[src/rtl/uart_tx_arbiter_if.sv]
// Bundle between the byte producers, the arbiter and the serial_send transmitter.
// The arbiter takes the slave view; producers and the transmitter model take the master view.
interface uart_tx_arbiter_if #(
  parameter int NREQ = 2
);
  logic [NREQ-1:0]   req;
  logic [8*NREQ-1:0] data;
  logic [NREQ-1:0]   last;
  logic [NREQ-1:0]   ack;
  logic [NREQ-1:0]   grant;
  logic [7:0]        tx_data;
  logic              tx_we;
  logic              tx_busy;
  logic              err;

  modport slave (
    input  req, data, last, tx_busy,
    output ack, grant, tx_data, tx_we, err
  );

  modport master (
    output req, data, last, tx_busy,
    input  ack, grant, tx_data, tx_we, err
  );
endinterface

[src/rtl/uart_tx_arbiter.sv]
// uart_tx_arbiter: shares one serial_send transmitter between NREQ byte producers.
// Bytes are granted round-robin; a requester whose byte is not LAST keeps the
// grant (HOLD) until its LAST byte or until it abandons the message.
// Each byte is handed over with a one-cycle TX_WE and the arbiter then waits
// for BUSY to rise (bounded by START_TIMEOUT, else sticky ERR) and to fall.
module uart_tx_arbiter #(
  parameter int NREQ          = 2,
  parameter int START_TIMEOUT = 4
) (
  input  logic             clk,
  input  logic             rst_n,
  uart_tx_arbiter_if.slave bus
);

  localparam int PW = (NREQ > 1) ? $clog2(NREQ) : 1;
  localparam int CW = $clog2(START_TIMEOUT + 1);
  localparam logic [CW-1:0] CNT_LAST = CW'(START_TIMEOUT - 1);

  typedef enum logic [2:0] {
    IDLE,
    LOAD,
    WAIT_BUSY,
    WAIT_DONE,
    HOLD
  } state_t;

  state_t          state;
  state_t          state_next;
  logic            lock;
  logic [PW-1:0]   rr_ptr;
  logic [PW-1:0]   owner;
  logic [CW-1:0]   wait_cnt;

  logic            pick_found;
  logic [PW-1:0]   pick_idx;
  logic [PW-1:0]   pick_next_ptr;
  logic [NREQ-1:0] pick_onehot;
  logic [NREQ-1:0] owner_onehot;
  logic            start_grant;
  logic            timeout_hit;

  // Round-robin search: first asserted REQ at or after rr_ptr, wrapping to 0.
  always_comb begin
    pick_found = 1'b0;
    pick_idx   = '0;
    for (int k = 0; k < NREQ; k++) begin
      if (!pick_found && bus.req[(int'(rr_ptr) + k) % NREQ]) begin
        pick_found = 1'b1;
        pick_idx   = PW'((int'(rr_ptr) + k) % NREQ);
      end
    end
  end

  assign pick_next_ptr = PW'((int'(pick_idx) + 1) % NREQ);
  assign pick_onehot   = NREQ'(1) << pick_idx;
  assign owner_onehot  = NREQ'(1) << owner;
  assign start_grant   = (state == IDLE) && !bus.tx_busy && pick_found;
  assign timeout_hit   = (state == WAIT_BUSY) && !bus.tx_busy && (wait_cnt == CNT_LAST);

  // State register.
  always_ff @(posedge clk or negedge rst_n) begin
    if (!rst_n) state <= IDLE;
    else        state <= state_next;
  end

  // Next-state logic; HOLD serves only the owner, IDLE waits for a quiet transmitter.
  always_comb begin
    state_next = state;
    case (state)
      IDLE:      if (start_grant) state_next = LOAD;
      LOAD:      state_next = WAIT_BUSY;
      WAIT_BUSY: begin
        if (bus.tx_busy)      state_next = WAIT_DONE;
        else if (timeout_hit) state_next = IDLE;
      end
      WAIT_DONE: if (!bus.tx_busy) state_next = lock ? HOLD : IDLE;
      HOLD:      state_next = bus.req[owner] ? LOAD : IDLE;
      default:   state_next = IDLE;
    endcase
  end

  // Write-enable to serial_send is a pure decode of LOAD, so it lasts exactly one cycle.
  always_comb begin
    bus.tx_we = (state == LOAD);
  end

  // Grant, ack, byte latch, lock, pointer, timeout counter and sticky error.
  always_ff @(posedge clk or negedge rst_n) begin
    if (!rst_n) begin
      bus.ack     <= '0;
      bus.grant   <= '0;
      bus.tx_data <= '0;
      bus.err     <= 1'b0;
      lock        <= 1'b0;
      rr_ptr      <= '0;
      owner       <= '0;
      wait_cnt    <= '0;
    end else begin
      bus.ack <= '0;
      case (state)
        IDLE: begin
          if (start_grant) begin
            bus.grant   <= pick_onehot;
            bus.ack     <= pick_onehot;
            bus.tx_data <= bus.data[8*pick_idx +: 8];
            lock        <= ~bus.last[pick_idx];
            owner       <= pick_idx;
            rr_ptr      <= pick_next_ptr;
          end
        end
        LOAD: begin
          wait_cnt <= '0;
        end
        WAIT_BUSY: begin
          if (!bus.tx_busy) begin
            if (wait_cnt == CNT_LAST) begin
              bus.err   <= 1'b1;
              bus.grant <= '0;
              lock      <= 1'b0;
            end else begin
              wait_cnt <= wait_cnt + 1'b1;
            end
          end
        end
        WAIT_DONE: begin
          if (!bus.tx_busy && !lock) bus.grant <= '0;
        end
        HOLD: begin
          if (bus.req[owner]) begin
            bus.ack     <= owner_onehot;
            bus.tx_data <= bus.data[8*owner +: 8];
            lock        <= ~bus.last[owner];
          end else begin
            bus.grant <= '0;
            lock      <= 1'b0;
          end
        end
        default: begin
          bus.grant <= '0;
          lock      <= 1'b0;
        end
      endcase
    end
  end

endmodule

[src/flat_wrapper.sv]
// flat-port wrapper written by rule: the top's interface ports become plain ports
module uart_tx_arbiter_flat 
#(
  parameter int NREQ          = 2,
  parameter int START_TIMEOUT = 4
)
  (clk, rst_n, bus_req, bus_data, bus_last, bus_tx_busy, bus_ack, bus_grant, bus_tx_data, bus_tx_we, bus_err);
  uart_tx_arbiter_if #(.NREQ(NREQ)) bus_i ();
  input  logic clk;
  input  logic rst_n;
  input wire logic [$bits(bus_i.req)-1:0] bus_req;
  input wire logic [$bits(bus_i.data)-1:0] bus_data;
  input wire logic [$bits(bus_i.last)-1:0] bus_last;
  input wire logic [$bits(bus_i.tx_busy)-1:0] bus_tx_busy;
  output wire logic [$bits(bus_i.ack)-1:0] bus_ack;
  output wire logic [$bits(bus_i.grant)-1:0] bus_grant;
  output wire logic [$bits(bus_i.tx_data)-1:0] bus_tx_data;
  output wire logic [$bits(bus_i.tx_we)-1:0] bus_tx_we;
  output wire logic [$bits(bus_i.err)-1:0] bus_err;
  assign bus_i.req = bus_req;
  assign bus_i.data = bus_data;
  assign bus_i.last = bus_last;
  assign bus_i.tx_busy = bus_tx_busy;
  assign bus_ack = bus_i.ack;
  assign bus_grant = bus_i.grant;
  assign bus_tx_data = bus_i.tx_data;
  assign bus_tx_we = bus_i.tx_we;
  assign bus_err = bus_i.err;
  uart_tx_arbiter #(.NREQ(NREQ), .START_TIMEOUT(START_TIMEOUT)) u_core (.clk(clk), .rst_n(rst_n), .bus(bus_i));
endmodule
[config.mk]
export PLATFORM = sky130hd
export DESIGN_NAME = uart_tx_arbiter_flat
export DESIGN_NICKNAME = d
export VERILOG_FILES = /design/src/rtl/uart_tx_arbiter_if.sv /design/src/rtl/uart_tx_arbiter.sv /design/src/flat_wrapper.sv
export SDC_FILE = /design/constraint.sdc
export NUM_CORES = 1
export LEC_CHECK = 0
export ABC_AREA = 1
export CORE_MARGIN = 2
export CORE_UTILIZATION = 50
export DETAILED_ROUTE_END_ITERATION = 8
export GPL_TIMING_DRIVEN = 0
export HOLD_SLACK_MARGIN = 0.12
export PLACE_DENSITY = 0.92
export SKIP_CTS_REPAIR_TIMING = 1
export SYNTH_ARGS = -nofsm -noshare
export SYNTH_HDL_FRONTEND = slang
export SYNTH_SLANG_ARGS = --single-unit
[constraint.sdc]
create_clock -name clk -period 4.5 [get_ports clk]
set_clock_uncertainty 0.1 [all_clocks]
set_input_delay 0.9 -clock clk [delete_from_list [all_inputs] [get_ports clk]]
set_output_delay 0.9 -clock clk [all_outputs]
set_load 0.05 [all_outputs]
# Word level (Yosys, flattened, before mapping)
# Cells that the tools add are included.
[word_totals]
regBits = 22
elab_cells = 102
in_bits = 23
output_inout_bits = 14
[op_classes]
n_eq_ne = 14
n_shift = 4
mux = 42
reduce_logical = 20
order_cmp = 4
add_sub_neg = 3
bitwise = 6
[ops]
columns = ["operator", "n"]
rows = [
  ["variable part select 16 x 5 -> 8 bit", 2],
  ["2-to-1 mux 3 bit", 7],
  ["2-to-1 mux 1 bit", 20],
  ["2-to-1 mux 8 bit", 2],
  ["case mux 8 bit (2 select lines)", 1],
  ["case mux 3 bit (5 select lines)", 1],
  ["2-to-1 mux 2 bit", 7],
  ["AND reduction 3 bit", 4],
  ["!= test 2 bit, second input constant", 5],
  ["case mux 2 bit (5 select lines)", 1],
  ["== test 3 x 2 -> 1 bit, second input constant", 3],
  ["logical AND 1 bit", 6],
  ["less-than comparator 1 x 2 -> 1 bit, second input constant", 3],
  ["!= test 2 x 1 -> 1 bit, second input constant", 3],
  ["case mux 3 bit (2 select lines)", 1],
  ["AND reduction 6 bit", 1],
  ["inverter 1 bit", 5],
  ["case mux 1 bit (4 select lines)", 1],
  ["case mux 2 bit (2 select lines)", 1],
  ["AND reduction 4 bit", 1],
  ["nonzero test 2 bit", 2],
  ["left shift 1 x 1 -> 2 bit, first input constant", 2],
  ["adder 3 x 1 -> 3 bit, second input constant", 1],
  ["== test 3 x 1 -> 1 bit, second input constant", 1],
  ["9 further kinds", 12],
]

# Longest topological paths before layout
[depth]
word_depth = 12
depth_mapped = 10
depth_no_buf = 10

# Worst setup path after synthesis
# OpenSTA, ideal clock, no wires.
[synth_path]
path_type = "reg-to-output"
startpoint = "reg u_core.state[2]"
endpoint = "out bus_tx_we"
t_required_ns = 3.500
stages_incl_launch_ff = 4
slack_ns = 2.185
t_arrival_ns = 1.315
cell_sequence = "dfrtp_1 inv_2 nand2_1 nor2_1"
[synth_via]
elab_chain_cells = 1
[synth_rtl]
columns = ["element", "line", "source"]
rows = [
  ["from (decl)", "uart_tx_arbiter.sv:27", "state_t state;"],
  ["from (signal assigned)", "uart_tx_arbiter.sv:63", "else state <= state_next;"],
  ["== test 3 x 1 -> 1 bit", "uart_tx_arbiter.sv:84", "bus.tx_we = (state == LOAD);"],
  ["to (decl)", "flat_wrapper.sv:18", "output wire logic [$bits(bus_i.tx_we)-1:0] bus_tx_we;"],
]
# Every way passes these cells.

# Worst setup path in the final report
# Same ends and word-level chain as after synthesis.

==> metrics.log <==
[metrics] maximum net fanout on the critical path: 4
[metrics] cell row count: 17
[metrics] number of global-route vias before repair: 1,057
[metrics] Worst Max-Slew Pin Slew: 974 ps
[metrics] source of the worst hold timing path: u_core.bus.tx_data[1]$_DFFE_PN0P_
[metrics] number of cells on the worst hold path: 2
[metrics] ratio of total power to cell area: 639 nW/um2
[metrics] clock root buffer master: clkbuf_4
[metrics] final-stage net count: 226
[metrics] maximum vdd drop: 0.443 mV
[metrics] count of inserted antenna diode cells: 0
[metrics] most frequent cells in the layout: nand2_1, clkdlybuf4s50_1, dfrtp_1, nand3_1, inv_1
[metrics] maximum count of clock buffers along a single path: 2
[metrics] worst min-delay path category: reg2reg
[metrics] worst rel slew slack: 0.349
[metrics] launch point of the worst path: u_core.state[2]$_DFFE_PN0P_
[metrics] routed wirelength normalized by instance count: 12.2 um
[metrics] Int Power: 516 uW
[metrics] crit start category: flop
[metrics] layout overhead on the synthesized area: 33.9%
[metrics] Routability Congestion: 0.904
[metrics] switching share of power: 0.510
[metrics] GRT overflow: 0
[metrics] Gate Count Post-Synth: 160
[metrics] kind of critical path: reg2out
[metrics] placeable core region: 2280 um2
[metrics] uppermost layer routed: met4
[metrics] number of inserted filler cells in the final layout: 164
[metrics] half-perimeter wire length after placement: 2.21 mm
[metrics] total routed wire length on the met1 layer: 1.11 mm
[metrics] pin count of the biggest net entering global routing: 23
[metrics] Comb pwr share: 0.598
[metrics] port buffer count: 36
[metrics] total routing usage reported by global routing: 0.208
[metrics] total CTS buffers: 3
[metrics] clock group share of total power: 0.085
[metrics] Register Area: 551 um2
[metrics] Period minus WS final: 3000 ps
[metrics] number of antenna violations at the first check in global routing: 0
[metrics] data arrival time of the critical path: 2000 ps
[metrics] outcome: complete, no violations
[metrics] register clock-pin slew on the reported worst setup and hold paths: 120 ps
[metrics] latest clock arrival within the worst-skew pair: 310 ps
[metrics] startpoint of the worst register-to-register path: u_core.wait_cnt[0]$_DFFE_PN0P_
[metrics] sequential-to-total area share from yosys stat: 0.447
[metrics] FF+latch count, synth: 22
[metrics] First DRT Iteration DRCs: 52
[metrics] setup repair after global routing missed its margin: false
[metrics] final setup fails: 0
[metrics] nets in the synthesized netlist: 185
[metrics] Fin Setup TNS: 0 ps
[metrics] power consumption: 1050 uW
[metrics] Synth warnings: 0
[metrics] data required time at the worst endpoint: 3500 ps
[metrics] hold worst-path end: u_core.bus.tx_data[1]$_DFFE_PN0P_
[metrics] initial standard-cell utilization of the core: 0.541
[metrics] Yosys cell types: 19
[metrics] area of the die: 2880 um2
[metrics] sequential cell fraction of total power: 0.317
[metrics] R2R setup slack: 2920 ps
[metrics] cells on worst reg2reg path: 7
[metrics] max-cap violations: 0
[metrics] # clock sinks: 22
[metrics] H-tree depth reported by CTS: 1
[metrics] portion of the clock cycle consumed by the worst path in the final layout: 0.667
[metrics] cell area after synthesis: 1230 um2
[metrics] area of combinational cells with multiple inputs: 613 um2
[metrics] post-synthesis average cell area: 7.69 um2
[metrics] Post-route DRC: 0
[metrics] routed length on met3: 131 um
[metrics] die boundary width: 53.6 um
[metrics] capturing element type of the critical path: primary output
[metrics] routed wl met2: 1.46 mm
[metrics] f_max: 0.333 GHz
[metrics] DRT antenna net count: 0
[metrics] die span in y: 53.6 um
[metrics] ratio of cells with drive above 1 in the final layout: 0.136
[metrics] Detailed Route WL: 2.77 mm
[metrics] Final Hold Viols: 0
[metrics] Leak: 0.000833 uW
[metrics] I/O pin total: 37
[metrics] number of iterations in the first detailed-routing pass: 4
[metrics] first-pass GRT wire length: 4.33 mm
[metrics] Net Sw Power: 537 uW
[metrics] Max Transition Viols Final: 0
[metrics] CTS tree: yes
[metrics] capture instance of the worst register-to-register path: u_core.state[1]$_DFFE_PN0P_
[metrics] commonest non-fill, non-tap cell in the layout: nand2_1
[metrics] routed via count: 1,187
[metrics] DR vias/cell: 5.23
==> synthesized netlist by cell type, drive strengths merged <==
library cell | instances | share of area
o21bai | 1 | 0.0061
nand4 | 2 | 0.010
inv | 16 | 0.055
nor2 | 12 | 0.055
ha | 2 | 0.020
nand2 | 78 | 0.29
nand3 | 14 | 0.057
o21ai | 11 | 0.048
dfrtp | 22 | 0.45
a21oi | 2 | 0.0081
==> worst max-delay path by stage <==
stage                endpoint  slack, ps  cells past startpoint
finish              bus_tx_we       1500                      4
global route        bus_tx_we       1400                      4
CTS                 bus_tx_we       1500                      4
detailed placement  bus_tx_we       1850                      4
global placement    bus_tx_we       1870                      4
floorplan           bus_tx_we       2180                      3
==> final cells by class <==
| class | count | area share |
|---|---|---|
| repair buffers | 36 | 0.219 |
| multi-input cells | 122 | 0.372 |
| inverters | 16 | 0.0410 |
| well taps | 28 | 0.0212 |
| flip-flops and latches | 22 | 0.334 |
| clock buffers | 3 | 0.0137 |
==> state kept, by name (all words and copies together), names as in the netlist <==
name and count:
u_core.bus.grant 2, u_core.bus.ack 2, u_core.rr_ptr 1, u_core.owner 1, u_core.state 3, u_core.lock 1
u_core.wait_cnt 3, u_core.bus.err 1, u_core.bus.tx_data 8
==> routing by layer <==
metal  vias up  GRT usage
met5         -          0
met4         0      0.124
met1       547      0.242
met3         8     0.0306
met2        42      0.362
li1        590          -
==> power groups by stage <==
| stage | combinational (uW) | sequential, uW | clock, uW |
|---|---|---|---|
| floorplan | 281 | 493 | 0 |
| global placement | 614 | 330 | 0 |
| detailed placement | 629 | 336 | 0 |
| CTS | 632 | 332 | 90.6 |
| global route | 685 | 339 | 95.3 |
| finish | 630 | 334 | 89.5 |
==> cells by family after synthesis <==
logic type | share of synthesized area
AOI/OAI and AO/OA | 0.0620
adders and majority gates | 0.0203
buffers and inverters | 0.0549
DFF | 0.447
and+or+nand+nor | 0.416
==> critical path, cell delays in order (launching register included) <==
cell	delay, ps
dfrtp_1	450
inv_2	120
nand2_1	110
nor2_1	180
clkdlybuf4s50_1	830
==> metrics by stage <==
step	worst slack (ps)	instances	hold slack (ps)	utilization	area [um2]
CTS	1500	227	405	0.725	1650
finish	1500	227	401	0.725	1650
floorplan	2180	160	346	-	1230
detailed placement	1850	224	373	0.715	1630
global route	1400	227	422	0.725	1650
global placement	1870	224	360	0.715	1630
Note: power is estimated with default switching activity, not from simulation.
